### config.mk
export PLATFORM = sky130hd
export DESIGN_NAME = mem_arbiter
export DESIGN_NICKNAME = d
export VERILOG_FILES = /design/src/rtl/mem_arbiter_pkg.sv /design/src/rtl/mem_arb_grant.sv /design/src/rtl/mem_arbiter.sv
export SDC_FILE = /design/constraint.sdc
export NUM_CORES = 1
export LEC_CHECK = 0
export ABC_CLOCK_PERIOD_IN_PS = 3900
export CORE_MARGIN = 8
export CORE_UTILIZATION = 30
export CTS_CLUSTER_DIAMETER = 60
export CTS_CLUSTER_SIZE = 8
export DETAILED_ROUTE_END_ITERATION = 10
export DONT_BUFFER_PORTS = 1
export GPL_TIMING_DRIVEN = 1
export SYNTH_ARGS = -nofsm -noshare
export SYNTH_HDL_FRONTEND = slang
export SYNTH_HIERARCHICAL = 1
export SYNTH_SLANG_ARGS = --single-unit
### constraint.sdc
create_clock -name clk -period 3.9 [get_ports clk]
set_input_delay 0.975 -clock clk [delete_from_list [all_inputs] [get_ports clk]]
set_output_delay 0.975 -clock clk [all_outputs]
set_load 0.005 [all_outputs]
### src/rtl/mem_arbiter_pkg.sv
// Shared types and constants for the two-port RAM arbiter (mem_arbiter).
// Holds the FSM state encoding, the requester port ids and the default RAM depth.
package mem_arbiter_pkg;

  typedef enum logic [1:0] {
    StIdle    = 2'd0,
    StIssue   = 2'd1,
    StCapture = 2'd2,
    StResp    = 2'd3
  } state_e;

  localparam logic PortFetch = 1'b0;
  localparam logic PortData  = 1'b1;

  localparam int unsigned DefaultDepth = 256;

  // Word index must fall below depth; the two byte-offset bits are ignored.
  function automatic logic addr_in_range(input logic [31:0] addr, input int unsigned depth);
    logic [31:0] word_idx;
    word_idx = {2'b00, addr[31:2]};
    return word_idx < depth;
  endfunction

endpackage

### src/rtl/mem_arb_grant.sv
// Grant selection for mem_arbiter: request valids plus last-served port -> one-hot grant.
// MEM_ARB_ROUND_ROBIN_EN selects round-robin; otherwise port 1 (data) has fixed priority.
module mem_arb_grant
  import mem_arbiter_pkg::*;
(
  input  logic [1:0] valid,
  input  logic       last_port,
  output logic [1:0] grant
);

`ifdef MEM_ARB_ROUND_ROBIN_EN
  always_comb begin
    grant = 2'b00;
    if (valid == 2'b11) begin
      // Contention: favour whichever port was not served last.
      grant = (last_port == PortData) ? 2'b01 : 2'b10;
    end else begin
      grant = valid;
    end
  end
`else
  logic unused_last_port;
  assign unused_last_port = last_port;

  always_comb begin
    grant = 2'b00;
    if (valid[1]) begin
      grant = 2'b10;
    end else if (valid[0]) begin
      grant = 2'b01;
    end
  end
`endif

endmodule

### src/rtl/mem_arbiter.sv
// Two-requester arbiter (fetch = port 0, data = port 1) in front of a single-port 1-cycle RAM.
// One transaction in flight; out-of-range addresses answer with err and skip the RAM.
// Arbitration policy set by MEM_ARB_ROUND_ROBIN_EN (see mem_arb_grant).
module mem_arbiter
  import mem_arbiter_pkg::*;
#(
  parameter int unsigned DEPTH = DefaultDepth
) (
  input  logic        clk,
  input  logic        reset,

  input  logic        p0_req_valid,
  output logic        p0_req_ready,
  input  logic [31:0] p0_req_addr,
  input  logic [31:0] p0_req_wdata,
  input  logic        p0_req_we,
  output logic        p0_rsp_valid,
  input  logic        p0_rsp_ready,
  output logic [31:0] p0_rsp_rdata,
  output logic        p0_rsp_err,

  input  logic        p1_req_valid,
  output logic        p1_req_ready,
  input  logic [31:0] p1_req_addr,
  input  logic [31:0] p1_req_wdata,
  input  logic        p1_req_we,
  output logic        p1_rsp_valid,
  input  logic        p1_rsp_ready,
  output logic [31:0] p1_rsp_rdata,
  output logic        p1_rsp_err,

  output logic [31:0] ram_address,
  output logic [31:0] ram_data_in,
  output logic        ram_write_enable,
  input  logic [31:0] ram_data_out,

  output logic        busy
);

  state_e      state_q;
  logic        port_q;
  logic        last_q;
  logic [31:0] addr_q;
  logic [31:0] wdata_q;
  logic        we_q;
  logic [31:0] rdata_q;
  logic        err_q;

  logic [1:0]  grant;
  logic        req_fire;
  logic        rsp_fire;
  logic [31:0] sel_addr;
  logic [31:0] sel_wdata;
  logic        sel_we;

  mem_arb_grant u_grant (
    .valid     ({p1_req_valid, p0_req_valid}),
    .last_port (last_q),
    .grant     (grant)
  );

  assign p0_req_ready = (state_q == StIdle) && grant[0];
  assign p1_req_ready = (state_q == StIdle) && grant[1];
  assign req_fire     = p0_req_ready || p1_req_ready;

  assign sel_addr  = grant[1] ? p1_req_addr  : p0_req_addr;
  assign sel_wdata = grant[1] ? p1_req_wdata : p0_req_wdata;
  assign sel_we    = grant[1] ? p1_req_we    : p0_req_we;

  assign rsp_fire = (state_q == StResp) &&
                    ((port_q == PortData) ? p1_rsp_ready : p0_rsp_ready);

  always_ff @(posedge clk) begin
    if (!reset) begin
      state_q <= StIdle;
      port_q  <= PortFetch;
      last_q  <= PortFetch;
      addr_q  <= '0;
      wdata_q <= '0;
      we_q    <= 1'b0;
      rdata_q <= '0;
      err_q   <= 1'b0;
    end else begin
      unique case (state_q)
        StIdle: begin
          if (req_fire) begin
            port_q  <= grant[1];
            last_q  <= grant[1];
            addr_q  <= sel_addr;
            wdata_q <= sel_wdata;
            we_q    <= sel_we;
            rdata_q <= '0;
            if (addr_in_range(sel_addr, DEPTH)) begin
              err_q   <= 1'b0;
              state_q <= StIssue;
            end else begin
              err_q   <= 1'b1;
              state_q <= StResp;
            end
          end
        end
        StIssue: begin
          state_q <= StCapture;
        end
        StCapture: begin
          rdata_q <= we_q ? '0 : ram_data_out;
          err_q   <= 1'b0;
          state_q <= StResp;
        end
        StResp: begin
          if (rsp_fire) begin
            state_q <= StIdle;
          end
        end
      endcase
    end
  end

  assign p0_rsp_valid = (state_q == StResp) && (port_q == PortFetch);
  assign p1_rsp_valid = (state_q == StResp) && (port_q == PortData);
  assign p0_rsp_rdata = rdata_q;
  assign p1_rsp_rdata = rdata_q;
  assign p0_rsp_err   = err_q;
  assign p1_rsp_err   = err_q;

  assign ram_address  = addr_q;
  assign ram_data_in  = wdata_q;
  // Reset gates the strobe directly so an in-flight write never lands.
  assign ram_write_enable = reset && (state_q == StIssue) && we_q;

  assign busy = (state_q != StIdle);

endmodule
# Yosys cells after proc, flatten, opt, wreduce, memory -nomap -nowiden
# Cells that the tools add are included.
totals:
  output_inout_bits: 136
  in_bits: 168
  reg_bits: 101
op_classes:
  n_eq_ne: 5
  order_cmp: 1
  muxes: 16
  n_reduce_logical: 14
  bitwise: 1
ops:
  columns: ["cell", "count"]
  rows:
  - ["32-bit 2-to-1 mux", 4]
  - ["32-bit one-hot mux with 2 select lines", 1]
  - ["30-bit by 9-bit less-than comparator with 1-bit output, second input constant", 1]
  - ["2-bit 2-to-1 mux", 4]
  - ["2-bit one-hot mux with 4 select lines", 1]
  - ["1-bit logical AND", 7]
  - ["2-bit AND reduction", 3]
  - ["1-bit 2-to-1 mux", 5]
  - ["2-bit == test, second input constant", 2]
  - ["2-bit inequality test, second input constant", 2]
  - ["2-bit nonzero test", 2]
  - ["2-bit by 1-bit == test with 1-bit output, second input constant", 1]
  - ["2-bit zero test", 1]
  - ["1-bit one-hot mux with 2 select lines", 1]
  - ["1-bit logical OR", 1]
  - ["1-bit NOT", 1]

# Logic depth before layout (Yosys ltp)
logic_depth:
  depth_word: 7
  mapped_depth: 8
  ltp_nobuf: 6

# Hierarchy
# The synthesis kept the hierarchy.
by_module_without_submodules:
  columns: ["mod", "seq_area_each_um2", "area_each_um2", "instances", "cells_per_inst"]
  rows:
  - ["mem_arbiter", 2021.9, 4738.3, 1, 521]
  - ["mem_arb_grant", 0.0, 21.3, 1, 2]

# Worst setup path before layout
# Ideal clock, no wire load.
synth_path:
  path_kind: "input-to-output"
  start: "in p1_req_valid"
  end: "out p1_req_ready"
  arrival_ps: 1859
  required_time_ps: 2925
  path_buffers: 4
  setup_slack_ps: 1066
  stages: 5
  path_cell_list: "buf_4 > buf_2 > buf_2 > buf_2 > and2_1"
synth_via:
  elab_chain_cells: 2
synth_lines:
  columns: ["item", "line", "rtl"]
  rows:
  - ["start: declaration", "mem_arbiter.sv:22", "input logic p1_req_valid,"]
  - ["2-bit 2-to-1 mux", "mem_arb_grant.sv:27", "if (valid[1]) begin"]
  - ["1-bit logical AND", "mem_arbiter.sv:63", "assign p1_req_ready = (state_q == StIdle) && grant[1];"]
  - ["end: declaration", "mem_arbiter.sv:23", "output logic p1_req_ready,"]
# No other way between the ends.

# Final worst setup path
layout_path:
  start: "reg we_q"
  end: "out ram_write_enable"
layout_via:
  elab_chain_cells: 1
layout_lines:
  columns: ["item", "line", "rtl"]
  rows:
  - ["start: declaration", "mem_arbiter.sv:45", "logic we_q;"]
  - ["start signal: assignment", "mem_arbiter.sv:91", "we_q <= sel_we;"]
  - ["1-bit logical AND", "mem_arbiter.sv:129", "assign ram_write_enable = reset && (state_q == StIssue) && we_q;"]
  - ["end: declaration", "mem_arbiter.sv:34", "output logic ram_write_enable,"]
# No other way between the ends.

==> impl_metrics.yaml <==
clock_tree:
  insertion_delay_ps: 340
  cts_setup_buffers: 0
  cts_root_buffer: "clkbuf_16"
  clock_sinks: 101
  hold_buffers: 0
  cts_buffer_depth: 2
  cts_made_buffers: 9
  cts_tree: "done"
  clk_pin_slew_ps: 70
  htreeDepth: 3
  cts_resized: 0
synthesis:
  dominantRegCellSynth: "dfxtp_1"
  synth_cells: 523
  syn_nets: 696
  ys_types: 30
  synth_simple_gate_area_share_pct: 17.35
  ys_seq_area_share_pct: 42.48
  synth-seq-cells: 101
  synth_top_family_by_area: "simple AND/OR/NAND/NOR gates"
  yosysTopAreaCellShare_pct: 42.48
  async_reset_ff_share_pct: 0
  ys.warnings.count: 6
  synth_area_um2: 4760
  synth_edf_count: 0
  synthAdderAreaFrac_pct: 1.314
  synth_compound_area_share_pct: 14.93
  synth_area_leaders: "dfxtp_1 (42%), mux2i_1 (14%), a211oi_1 (10%)"
  post_synth.cell_area_avg_um2: 9.101
  synth-xor-area-share_pct: 0
  synth_top_area_cell: "dfxtp_1"
  synthMuxAreaShare_pct: 14.20
die:
  die_h_um: 142.0
  placementRows: 46
  core-area_um2: 15710
  die_w_um: 142.0
  start_util_pct: 30.29
  die-area_um2: 20150
  io_pins: 304
critical_path:
  r2r_cells: 7
  crit_chain: "and3_1"
  crit_type: "reg -> out"
  worstSetupEndpointType: "output pin"
  reg2reg_setup_slack_ps: 1570
  rr_endpoint: "ram_data_in[22]$_SDFFE_PN0P_"
  critPathRequiredTime_ps: 2920
  max_stage_delay_ps: 950
  worst-path-buf-inv: 0
  startpoint_type: "flip-flop"
  r2r_start: "state_q[0]$_SDFFE_PN0P_"
  worstPathArrival_ps: 1640
  path_max_fanout: 34
  critical-path-top-delay-family: "flip-flops"
  worst_path_max_delay_cell: "dfxtp_1"
pwr:
  ir_drop_uv: 280.1
  p_leak_nw: 1.791
  power_density_nw_per_um2: 705.5
global_routing:
  use_met1_pct: 14.06
  globalRouteOverflowTotal: 0
  grt_usage_pct: 13.23
  grt_pass1_vias: 3758
  use_met3_pct: 5.602
  grt_max_degree: 72
  top_usage_layer: "met2"
  grt_use_met2_pct: 22.51
  antenna_found_initial: 0
  grt_pass1_wl_um: 21070
detailed_routing:
  drtPass1Iterations: 4
  viasPerCell: 5.383
  post-route-drc-count: 0
  vias: 3666
  postRouteAntennaNets: 0
  wl_um: 14040
  wl_per_cell_um: 20.61
  drtIter0Drc: 160
sta:
  fmax_mhz: 383.1
  maxSlewViolCount: 0
  tightestPinTransition_ps: 1297
  timing.slew.headroom_pct: 13.55
  hold_viol: 0
  setup_violations: 0
  grt_setup_unrepaired: "false"
  fin_skew_ps: 9.172
  finalCritPeriodShare_pct: 66.94
  final.setup.tns_ps: 0
  period_minus_slack_ps: 2611
layout:
  fillers: 1681
  drive_gt1_share_pct: 6.022
  n_antenna_cell: 0
  fin_cells: 681
  fin_nets: 633
  layout.cells.most_common_list: "dfxtp_1 (101), nor2_1 (70), mux2i_1 (66), a211oi_1 (66), nand2_1 (35)"
  area_delta_synth_final_pct: 3.654
  final_common_cell: "dfxtp_1"
hold_path:
  hold_class: "reg -> reg"
  worstHoldPathCells: 2
  worstHoldEndpoint: "p0_rsp_rdata[29]$_SDFFE_PN0P_"
  hp-start: "p0_rsp_rdata[29]$_SDFFE_PN0P_"
job:
  cap_violations: 0
place:
  dp_cells: 665
  gp_congestion: 0.8035
  port-buffer-count: 0
  dp_hpwl_um: 10810
run_status:
  status: "complete, no violations"
[power breakdown]
group | internal (mW) | switching [mW] | leakage (nW)
sequential | 1.33 | 0.321 | 0.831
clock | 0.434 | 0.385 | 0.126
combinational | 0.396 | 0.610 | 0.834
total | 2.16 | 1.32 | 1.79
[flip-flops by register name, summed over array words and instances (netlist names)]
name / count
p0_rsp_rdata: 32
ram_address: 32
we_q: 1
ram_data_in: 32
last_q: 1
p0_rsp_err: 1
state_q: 2
[cell usage after synthesis (5+ instances only)]
library cell  instances
mux2i_1              66
a21oi_1              33
a211oi_1             66
buf_2                10
buf_4                34
clkbuf_1             34
nand4b_1             32
inv_1                 5
nand2_1              35
nor2_1               71
nor4_1                9
ha_1                  5
dfxtp_1             101
[metrics by stage]
step           hold WS [ps]  instance area (µm²)  total power [mW]  setup WS, ps  utilization, %
3_5_place_dp          497.9                 4663             2.707          1276           29.68
3_3_place_gp          492.1                 4663             2.643          1354           29.68
2_1_floorplan         461.4                 4760             2.486          1066               -
6_report              503.3                 4933             3.480          1289           31.40
4_1_cts               506.6                 4933             3.546          1313           31.40
5_1_grt               527.3                 4933             3.750          1189           31.40
[cell families after synthesis]
kind of cell               after synthesis
DFF                                    101
and+or+nand+nor                        160
muxes                                   67
adders and majority gates                5
buffers and inverters                   86
AOI/OAI and AO/OA                      104
[worst max path at each step]
stage                            from                            end  slack [ps]  cells after the start
detailed placement       p0_req_valid  p0_rsp_rdata[14]$_SDFFE_PN0P_        1280                      6
floorplan                p1_req_valid                   p1_req_ready        1070                      5
global placement         p0_req_valid   p0_rsp_rdata[1]$_SDFFE_PN0P_        1350                      6
CTS                 we_q$_SDFFE_PN0P_               ram_write_enable        1310                      1
global route        we_q$_SDFFE_PN0P_               ram_write_enable        1190                      1
finish              we_q$_SDFFE_PN0P_               ram_write_enable        1290                      1
[area by class of cell]
| class | instances | area (µm²) | share of cell area [%] |
|---|---|---|---|
| clock inverters | 5 | 37.54 | 0.7608 |
| multi-input cells | 336 | 2286 | 46.34 |
| flip-flops and latches | 101 | 2022 | 40.98 |
| clock buffers | 11 | 232.7 | 4.717 |
| inverters | 5 | 20.02 | 0.4058 |
| repair buffers | 7 | 65.06 | 1.319 |
| well taps | 216 | 270.3 | 5.478 |
[routing by layer]
layer | vias to the layer above | share of wire, %
met5 | - | 0
met1 | 1711 | 37
li1 | 1723 | -
met2 | 215 | 50
met4 | 0 | 1.8
met3 | 17 | 12
Note: power is estimated with default switching activity, not from simulation.
==> edit: new RTL, same settings <==
Encoding of `state_e`: now one-hot (4 bits for 4 states).
--- a/src/rtl/mem_arbiter_pkg.sv
+++ b/src/rtl/mem_arbiter_pkg.sv
@@ -2,11 +2,11 @@
 // Holds the FSM state encoding, the requester port ids and the default RAM depth.
 package mem_arbiter_pkg;
 
-  typedef enum logic [1:0] {
-    StIdle    = 2'd0,
-    StIssue   = 2'd1,
-    StCapture = 2'd2,
-    StResp    = 2'd3
+  typedef enum logic [3:0] {
+    StIdle    = 4'b0001,
+    StIssue   = 4'b0010,
+    StCapture = 4'b0100,
+    StResp    = 4'b1000
   } state_e;
 
   localparam logic PortFetch = 1'b0;
Formal check against the unedited RTL: same outputs for any inputs over 4 cycles, from zero or initial values and one cycle with reset low; so few cycles prove little.
==> edit against the original RTL <==
- fmax decreased by 15%
- clock skew about the same
- final area increased by 3.4%
- wire length decreased by 1.9%
- sequential cell count increased by 2
- setup slack got worse by 460 ps
- non-clock buffer count decreased by 6
- count of clock-buffer cells in the layout unchanged
- synthesized area increased by 5.6%
- first-iteration DRC count increased by 11%
- critical endpoint is now ram_address[14]
Power is not compared: it rests on default switching activity, and its combinational part moved more than twofold at a synthesized area within 25%.
==> edit: results (changes against the original RTL) <==
Status
  • Status: complete, no violations

Worst setup path
  • Largest fanout on the critical path: 72 (+110%)
  • CP Data Arrival Time: 3300 ps (+1660 ps)

Synth
  • Synth unique cells: 38 (+27%)
  • Synth top cells by count: dfxtp_1, nand2_1, mux2i_1, o211a_1, buf_4
  • Asr flop ratio synth: 0% (unchanged)
  • Seq/Total Area, Yosys: 41.0% (-1.4 points)
  • Synth top area cells: dfxtp_1, mux2i_1, o211a_1
  • Syn Nets: 656 (-5.7%)

Route
  • DR iter-0 viols: 177 (+11%)
  • First-pass iteration count of the detailed router: 4 (unchanged)
  • Routed len/inst: 21.2 um (+2.9%)
  • M1 wire length: 5020 um (-2.0%)
  • Metal2 WL: 7080 um (+0.55%)
  • WL met3: 1410 um (-13%)
  • Via/cell ratio: 5.17 (-3.9%)

STA
  • Final WS setup: 830 ps (-460 ps)
  • Pin slew with the least headroom to its limit: 1190 ps (-111 ps)
  • Clock skew: 9.09 ps (-0.0769 ps)

Global routing
  • Vias in the first global route: 3552 (-5.5%)
  • Global-route wire length before repair: 21000 um (-0.42%)
  • Initial antenna violation count: 0 (unchanged)
  • Largest net degree at the start of global routing: 104 (+44%)
  • GRT Util Overall: 12.4% (-0.83 points)

Power
  • Lkg Pwr: around 2.5 nW
  • Maximum vdd drop: 0.000239 V

Clock network
  • Post-cts resize count: 0 (unchanged)
  • Num CTS Buffers: 9 (unchanged)
  • H-Tree Depth: 3 (unchanged)
  • Insertion delay to the later sink of the worst-skew pair: 340 ps (about the same)
  • Clk root buf: clkbuf_16
  • Clock transition at the registers of the reported paths: 70 ps (about the same)
  • Post-CTS setup buffers: 0 (unchanged)

Place
  • Pre-CTS WS: 599 ps (-677 ps)
  • IO buf count: 0 (unchanged)
  • Routability cong.: 0.719 (-11%)
  • DP HPWL: 10500 um (-2.6%)

Worst hold path
  • Hold Crit Class: reg -> reg

Final layout
  • Layout cell share with drive strength beyond 1: 10.7% (+4.7 points)
  • Layout net count: 594 (-6.2%)

Floorplanning
  • Horiz. Die Dim: 145 um (+2.4%)
## edit: cell count changes in the layout (fill, tap and decap cells not counted), moves of 10 or more
cell and change:
a211oi_1 -66, a21oi_1 -32, a22oi_1 +17, a22oi_2 +15
nand2_1 +35, nand4b_1 -32, nor2_1 -69, nor2b_1 +24
nor2b_2 +10, o211a_1 +66
## edit: area by class of cell
cell class / instances / area, um^2
fillers: 1692 / 11400
flip-flops and latches: 103 / 2060
well taps: 220 / 275
inverters: 1 / 3.75
repair buffers: 1 / 7.51
clock buffers: 11 / 243
clock inverters: 3 / 45.0
multi-input cells: 310 / 2470
## edit: cell families (layout without fill, tap and decap cells)
group                     Yosys count  count (layout)  share of synthesized area [%]
muxes                              66              66                           13.1
and+or+nand+nor                   132             132                           14.4
DFF                               103             103                           41.0
AOI/OAI and AO/OA                 110             110                           21.1
xor gates and xnor gates            2               2                          0.349
buffers and inverters              75              16                           9.89
## edit: worst max-delay path, stage by stage, from the launching register on
cell     delay (ps)
dfxtp_1         450
nor4b_4         350
inv_2           160
nor2_4          920
buf_4           690
nand2_1         130
o211a_1         160
## edit: final timing paths
check | from | to | depth (start not counted)
max | state_q[0] | ram_address[14] | 6
min reg2reg | ram_address[5] | ram_address[5] | 1
max reg2reg | state_q[0] | ram_address[14] | 6
min | ram_address[5] | ram_address[5] | 1
## edit: routing by layer
metal / global-route usage, % / up-vias
li1: - / 1599
met1: 12.0 / 1562
met2: 22.4 / 179
met3: 6.06 / 17
met4: 4.53 / 0
met5: 0 / -
## edit: power breakdown
part           switching, mW  internal [mW]
Combinational          0.116          0.120
Sequential            0.0771           1.13
Clock                  0.376          0.508
## edit: through the flow
step	instance area, um^2	hold WS, ps	total power [mW]	cells
4_1_cts	5100	541	2.38	649
6_report	5100	534	2.33	649
3_5_place_dp	4810	521	1.48	635
5_1_grt	5100	556	2.46	649
2_1_floorplan	5020	478	1.46	488
3_3_place_gp	4810	526	1.47	635
